===== config.mk =====
export PLATFORM = sky130hd
export DESIGN_NAME = ram_write_buffer
export DESIGN_NICKNAME = d
export VERILOG_FILES = /design/src/rtl/ram_write_buffer.sv
export SDC_FILE = /design/constraint.sdc
export NUM_CORES = 1
export LEC_CHECK = 0
export ABC_AREA = 1
export CORE_ASPECT_RATIO = 2
export CORE_UTILIZATION = 55
export CTS_CLUSTER_DIAMETER = 120
export DETAILED_ROUTE_END_ITERATION = 7
export PLACE_DENSITY = 0.79
export SYNTH_ARGS = -nofsm -noshare
export SYNTH_HDL_FRONTEND = slang
export SYNTH_SLANG_ARGS = --single-unit

===== constraint.sdc =====
create_clock -name clk -period 10.81 [get_ports clk]
set_clock_uncertainty 0.2 [all_clocks]
set_input_delay 1.081 -clock clk [delete_from_list [all_inputs] [get_ports clk]]
set_output_delay 1.081 -clock clk [all_outputs]
set_load 0.02 [all_outputs]

===== src/rtl/ram_write_buffer.sv =====
// ram_write_buffer: buffers byte/halfword/word RAM writes and drains them to a 32-bit SRAM with fixed wait states
module ram_write_buffer #(
    parameter int DEPTH       = 4,
    parameter int ADDR_W      = 16,
    parameter int WAIT_STATES = 1
) (
    input  logic              clk,
    input  logic              reset_n,
    input  logic [1:0]        wr_sig_write,
    input  logic [31:0]       wr_address,
    input  logic [31:0]       wr_data,
    output logic              wr_is_ready,
    output logic [ADDR_W-1:0] mem_addr,
    output logic [31:0]       mem_wdata,
    output logic [3:0]        mem_be,
    output logic              mem_we,
    output logic              idle,
    output logic              err
);
    localparam int PW = $clog2(DEPTH);
    localparam int CW = PW + 1;

    typedef enum logic {S_IDLE, S_WRITE} state_t;

    state_t            state, state_n;
    logic [PW-1:0]     wp, rp, rp_sel;
    logic [CW-1:0]     count, count_n;
    logic [3:0]        wcnt, wcnt_n;
    logic [ADDR_W-1:0] q_addr [DEPTH];
    logic [31:0]       q_wdata [DEPTH];
    logic [3:0]        q_be [DEPTH];
    logic              accept, bad, push, pop, load, bypass;
    logic [ADDR_W-1:0] in_addr, ld_addr;
    logic [31:0]       in_wdata, ld_wdata;
    logic [3:0]        in_be, ld_be;

    // validate the request and steer it onto byte lanes
    always_comb begin
        accept   = (wr_sig_write != 2'd0) && wr_is_ready;
        bad      = (wr_sig_write == 2'd2 && wr_address[0]) ||
                   (wr_sig_write == 2'd3 && wr_address[1:0] != 2'd0) ||
                   ((wr_address >> (ADDR_W + 2)) != 32'd0);
        push     = accept && !bad;
        in_addr  = wr_address[ADDR_W+1:2];
        in_wdata = wr_sig_write == 2'd1 ? {4{wr_data[7:0]}} :
                   wr_sig_write == 2'd2 ? {2{wr_data[15:0]}} : wr_data;
        in_be    = wr_sig_write == 2'd1 ? 4'b0001 << wr_address[1:0] :
                   wr_sig_write == 2'd2 ? (wr_address[1] ? 4'b1100 : 4'b0011) : 4'b1111;
    end

    // drain FSM; a same-cycle push into a one-entry FIFO is bypassed so back-to-back writes keep going
    always_comb begin
        state_n = state;
        wcnt_n  = wcnt;
        pop     = 1'b0;
        load    = 1'b0;
        if (state == S_IDLE) begin
            if (count != '0) begin
                load    = 1'b1;
                wcnt_n  = 4'd0;
                state_n = S_WRITE;
            end
        end else if (wcnt == 4'(WAIT_STATES)) begin
            pop    = 1'b1;
            wcnt_n = 4'd0;
            if (count > CW'(1) || push) load = 1'b1;
            else state_n = S_IDLE;
        end else begin
            wcnt_n = wcnt + 4'd1;
        end
        count_n  = count + CW'(push) - CW'(pop);
        rp_sel   = state == S_WRITE ? rp + PW'(1) : rp;
        bypass   = state == S_WRITE && count == CW'(1);
        ld_addr  = bypass ? in_addr : q_addr[rp_sel];
        ld_wdata = bypass ? in_wdata : q_wdata[rp_sel];
        ld_be    = bypass ? in_be : q_be[rp_sel];
    end

    // FIFO storage; contents need no reset because count qualifies them
    always_ff @(posedge clk) begin
        if (push) begin
            q_addr[wp]  <= in_addr;
            q_wdata[wp] <= in_wdata;
            q_be[wp]    <= in_be;
        end
    end

    // state, pointers, status flags and the registered SRAM port
    always_ff @(posedge clk or negedge reset_n) begin
        if (!reset_n) begin
            state       <= S_IDLE;
            wcnt        <= 4'd0;
            count       <= '0;
            wp          <= '0;
            rp          <= '0;
            wr_is_ready <= 1'b1;
            idle        <= 1'b1;
            err         <= 1'b0;
            mem_we      <= 1'b0;
            mem_be      <= 4'd0;
            mem_addr    <= '0;
            mem_wdata   <= 32'd0;
        end else begin
            state       <= state_n;
            wcnt        <= wcnt_n;
            count       <= count_n;
            wp          <= wp + PW'(push);
            rp          <= rp + PW'(pop);
            wr_is_ready <= count_n != CW'(DEPTH);
            idle        <= count_n == '0 && state_n == S_IDLE;
            err         <= err | (accept && bad);
            mem_we      <= state_n == S_WRITE;
            if (load) begin
                mem_addr  <= ld_addr;
                mem_wdata <= ld_wdata;
                mem_be    <= ld_be;
            end else if (state_n == S_IDLE) begin
                mem_be <= 4'd0;
            end
        end
    end
endmodule


### Word-level counts from Yosys, hierarchy flattened

Memory sizes are Yosys's and may differ from the RTL's.
Cells that the tools add are included.

| operators by class | value |
|---|---|
| reduce and logical (&&, ||, !) cells | 17 |
| order comparisons | 1 |
| shifts and indexed selects | 1 |
| multiplexer cells | 24 |
| bitwise operators | 2 |
| equal/unequal tests | 7 |
| add/subtract/negate cells | 6 |

Operators with widths:

| operator | count |
|---|---|
| 32-bit two-way mux | 3 |
| 4-bit two-way mux | 9 |
| 32-bit nonzero test | 1 |
| 16-bit two-way mux | 1 |
| 1-bit two-way mux | 10 |
| 1-bit logical AND | 7 |
| 2-bit nonzero test | 3 |
| 2-bit by 1-bit adder with 2-bit output | 2 |
| 4-bit by 1-bit adder with 4-bit output, second input constant | 1 |
| 2-bit == test, second input constant | 2 |
| 4-bit by 1-bit == test with 1-bit output, second input constant | 1 |
| 1-bit by 2-bit left shift with 4-bit output, first input constant | 1 |
| 3-bit by 1-bit adder with 3-bit output | 1 |
| 3-bit by 1-bit == test with 1-bit output, second input constant | 1 |
| 3-bit by 1-bit > comparator with 1-bit output, second input constant | 1 |
| 3-bit zero test | 1 |
| 1-bit logical OR | 3 |
| 3-bit inequality test, second input constant | 1 |
| 3-bit nonzero test | 1 |
| 3-bit by 1-bit subtractor with 3-bit output | 1 |
| 2-bit by 1-bit adder with 2-bit output, second input constant | 1 |
| 2-bit by 1-bit == test with 1-bit output, second input constant | 1 |
| 2-bit two-way mux | 1 |
| 2-bit by 1-bit inequality test with 1-bit output, second input constant | 1 |
| other kinds (3) | 3 |

| storage, ports and cells | value |
|---|---|
| word-level logic and storage cells | 72 |
| memory bits (writable) | 208 |
| memories | 3 |
| flip-flop bits (word level) | 67 |

Memory list:

| name | words | width | rd ports | clocked after memory_dff | wr ports | line | text |
|---|---|---|---|---|---|---|---|
| q_wdata | 4 | 32 | 1 | 0 | 1 | 30 | `logic [31:0] q_wdata [DEPTH];` |
| q_addr | 4 | 16 | 1 | 0 | 1 | 29 | `logic [ADDR_W-1:0] q_addr [DEPTH];` |
| q_be | 4 | 4 | 1 | 0 | 1 | 31 | `logic [3:0] q_be [DEPTH];` |

### Longest topological paths before layout

| logic depth | value |
|---|---|
| depth after elaboration | 12 |
| depth in mapped cells | 13 |

### Worst setup path after synthesis

No wires, ideal clock.

| path | value |
|---|---|
| path type | input -> register |
| from | input port wr_address[19] |
| to | memory q_addr[0][0] (enable) |
| data required time | 10.084 ns |
| stages on the path | 4 |
| library setup time | 0.526 ns |
| arrival | 5.175 ns |
| path slack | 4.909 ns |
| cell sequence | or2_4 nor2_4 nand4_4 nor3_1 |

| on the way | value |
|---|---|
| word-level cells in the longest chain between the ends | 6 |

RTL lines:

| item | line | text |
|---|---|---|
| start: declaration | 10 | `input logic [31:0] wr_address,` |
| 32-bit nonzero test | 42 | `((wr_address >> (ADDR_W + 2)) != 32'd0);` |
| 1-bit logical OR | 41 | `(wr_sig_write == 2'd3 && wr_address[1:0] != 2'd0) \|\|` |
| 1-bit zero test | 43 | `push = accept && !bad;` |
| 1-bit logical AND | 43 |  |
| 1-bit two-way mux | 81 | `if (push) begin` |
| 1-bit two-way mux (not written as such) | 82 | `q_addr[wp] <= in_addr;` |
| end: declaration | 29 |  |

Every way passes these cells.

### Worst setup path in the final report

| path | value |
|---|---|
| from | input port wr_address[31] |
| to | memory q_wdata[2][3] (enable) |

| on the way | value |
|---|---|
| word-level cells in the longest chain between the ends | 6 |

RTL lines:

| item | line | text |
|---|---|---|
| 32-bit nonzero test | 42 |  |
| 1-bit logical OR | 41 |  |
| 1-bit zero test | 43 |  |
| 1-bit logical AND | 43 |  |
| 1-bit two-way mux | 81 |  |
| 1-bit two-way mux (not written as such) | 83 | `q_wdata[wp] <= in_wdata;` |
| end: declaration | 30 |  |

Every way passes these cells.

==> qor.yml <==
drt:
  drt.antenna.violating_nets: 0
  num_vias: 8598
  drtIter0Drc: 567
  drt-total-wl_um: 28400
  detail_route.wl_per_cell_um: 18.7
  drc: 0
  dr.pass1.iters: 5
  vias_per_cell: 5.68
floorplanning:
  start_util: 0.562
  fp.dieW_um: 106
  dieArea_sq_mm: 0.0221
  die_y_um: 209
  rows: 75
  core-area_sq_mm: 0.0210
  ios: 124
global_route:
  grt_usage: 0.265
  grt_max_degree: 82
  grt_pass1_vias: 8601
  antenna_found_initial: 0
  grt_pass1_wl_um: 44800
  grt_overflow: 0
power:
  p_per_area_mw_per_mm2: 300
  p_leak_uw: 0.00570
  ir_drop_v: 0.000269
sta:
  final_hold_viol_count: 0
  rsz0062_at_grt: "no"
  finalCritPeriodShare: 0.334
  setup-tns-final_ns: 0
  drv_slew: 0
  post-route-min-period_ns: 3.61
  worst_pin_slew_ns: 1.14
  slew_headroom: 0.239
  clock.fmax_ghz: 0.277
  setup_viol: 0
outcome:
  status: "completed"
synth:
  ys.warnings.count: 0
  synth_edf_count: 208
  async_flop_share: 0.244
  synth_nets: 1205
  netlist_area_sq_mm: 0.0118
  yosysSeqAreaShare: 0.670
  synth_flop_cell: "edfxtp_1"
  post-synth-top-area-fraction: 0.528
  syn_area_per_cell_sq_um: 10.5
  synth_cell_types: 32
  syn_inst: 1128
  yosys-top-cells-area: "edfxtp_1, nand2_1, dfrtp_1"
  yosysTopAreaCell: "edfxtp_1"
  ys_ff_latch: 275
critical_path:
  cp_max_fo: 42
  criticalPathCategory: "primary input to flop"
  worstSetupEndpoint: "q_wdata[2][3]$_DFFE_PP_"
  r2r_start: "count[1]$_DFF_PN0_"
  r2r_setup_slack_ns: 7.78
  worstSetupEndpointType: "flop"
  critPathLaunchType: "primary input"
  r2r_end: "mem_wdata[16]$_DFFE_PN0P_"
  crit_start: "wr_address[31]"
  critPathRequiredTime_ns: 10.78
  arrival_ns: 3.58
  reg2reg_depth: 10
clocking:
  cts_resized: 0
  htree_levels: 1
  cts_setup_buffers: 0
  clk_path_buf_depth: 3
  cts-root-buf: "clkbuf_16"
  clkSinkCount: 275
  cts.clk_slew.worst_paths_ns: 0.07
  cts_tree: "done"
  cts_hold_buffers: 0
  cts_inserted_buffers: 24
  clock_latency_ns: 0.54
finish:
  n_antenna_cell: 0
  layout_common_cells: "nand2_1, edfxtp_1, nand3_1"
  fill_cells: 1566
  finalNonFillerCells: 1514
  multi_input_area_sq_mm: 0.00349
  syn2layout_area_growth_pct: 18.3
  fin_nets: 1305
  final_area_sq_mm: 0.0140
  final_common_cell: "nand2_1"
  regArea_sq_mm: 0.00793
  drive_gt1_frac: 0.0683
job:
  drv_cap: 0
placed_design:
  dp_hpwl_um: 16300
  dp.cells: 1471
  gp_congestion: 0.793
  placed_area_sq_mm: 0.0132
  io_buffers: 123
hold_path:
  min_path_type: "flop to flop"
  hp-start: "mem_be[3]$_DFFE_PN0P_"
synthesized netlist by cell type (2+ instances only):
| cell | instances |
|---|---|
| nand3_2 | 16 |
| dfstp_2 | 2 |
| buf_4 | 8 |
| xor2_1 | 4 |
| buf_6 | 4 |
| o22ai_1 | 3 |
| nor2_1 | 12 |
| nand3_1 | 193 |
| o21ai_0 | 12 |
| nand2_2 | 2 |
| o211ai_1 | 8 |
| ha_1 | 8 |
| dfrtp_1 | 65 |
| nor2_2 | 3 |
| inv_1 | 31 |
| clkbuf_1 | 15 |
| nor3_1 | 4 |
| inv_2 | 4 |
| nand2_1 | 482 |
| buf_2 | 32 |
| edfxtp_1 | 208 |
| nand2_4 | 2 |
layout make-up:
cell class              count  area share
clock inverters            15      0.0123
flip-flops and latches    275       0.567
inverters                  35     0.00949
clock buffers              28      0.0447
multi-input cells         759       0.249
repair buffers            133      0.0932
well taps                 269      0.0241
report_power, final:
group / switching [uW] / internal, uW
registers: 80.4 / 1270
logic: 1300 / 664
clock network: 384 / 491
flip-flops by register name, summed over array words and instances (netlist names), 3 cells and up:
signal and flops:
q_be 16, mem_addr 16, mem_wdata 32, mem_be 4, wcnt 4, q_wdata 128, count 3, q_addr 64
kinds of logic (layout without fill, tap and decap cells):
logic type / Yosys count / in the layout / share of synthesized area
AO/OA/AOI/OAI: 26 / 26 / 0.0134
XOR/XNOR: 6 / 6 / 0.00508
adder cells (fa/ha/maj): 9 / 9 / 0.0102
buffers and inverters: 94 / 211 / 0.0383
flip-flops: 275 / 275 / 0.670
AND/OR/NAND/NOR: 718 / 718 / 0.263
worst min path at each step:
stage | to | cells after the start
finish | mem_be[3]$_DFFE_PN0P_ | 2
floorplan | wp[1]$_DFF_PN0_ | 1
global route | err$_DFF_PN0_ | 1
CTS | mem_be[2]$_DFFE_PN0P_ | 2
global placement | mem_be[3]$_DFFE_PN0P_ | 2
detailed placement | mem_be[2]$_DFFE_PN0P_ | 2
per-layer routing:
layer  part of all wire  GRT usage  wire (um)
met5                  0          0          0
met4              0.034      0.137        952
met3              0.078     0.0348       2210
met2               0.54      0.473      15200
met1               0.35      0.309      10000
through the flow:
step           total power (uW)  utilization  hold WS, ns  worst slack [ns]
4_1_cts                    4210        0.665        0.296              7.18
6_report                   4190        0.665        0.293              7.20
3_5_place_dp               3330        0.627        0.277              6.62
5_1_grt                    4470        0.665        0.324              7.02
2_1_floorplan              2740            -        0.283              4.91
3_3_place_gp               3290        0.627        0.275              6.63
critical path, stage by stage:
cell and delay, ns:
clkdlybuf4s50_1 0.41, nor2_1 0.10, nand2_1 0.05, nor2_1 0.23
nand4_4 0.23, nor3_2 0.74, buf_4 0.67
Power figures use the tool's default switching activity.
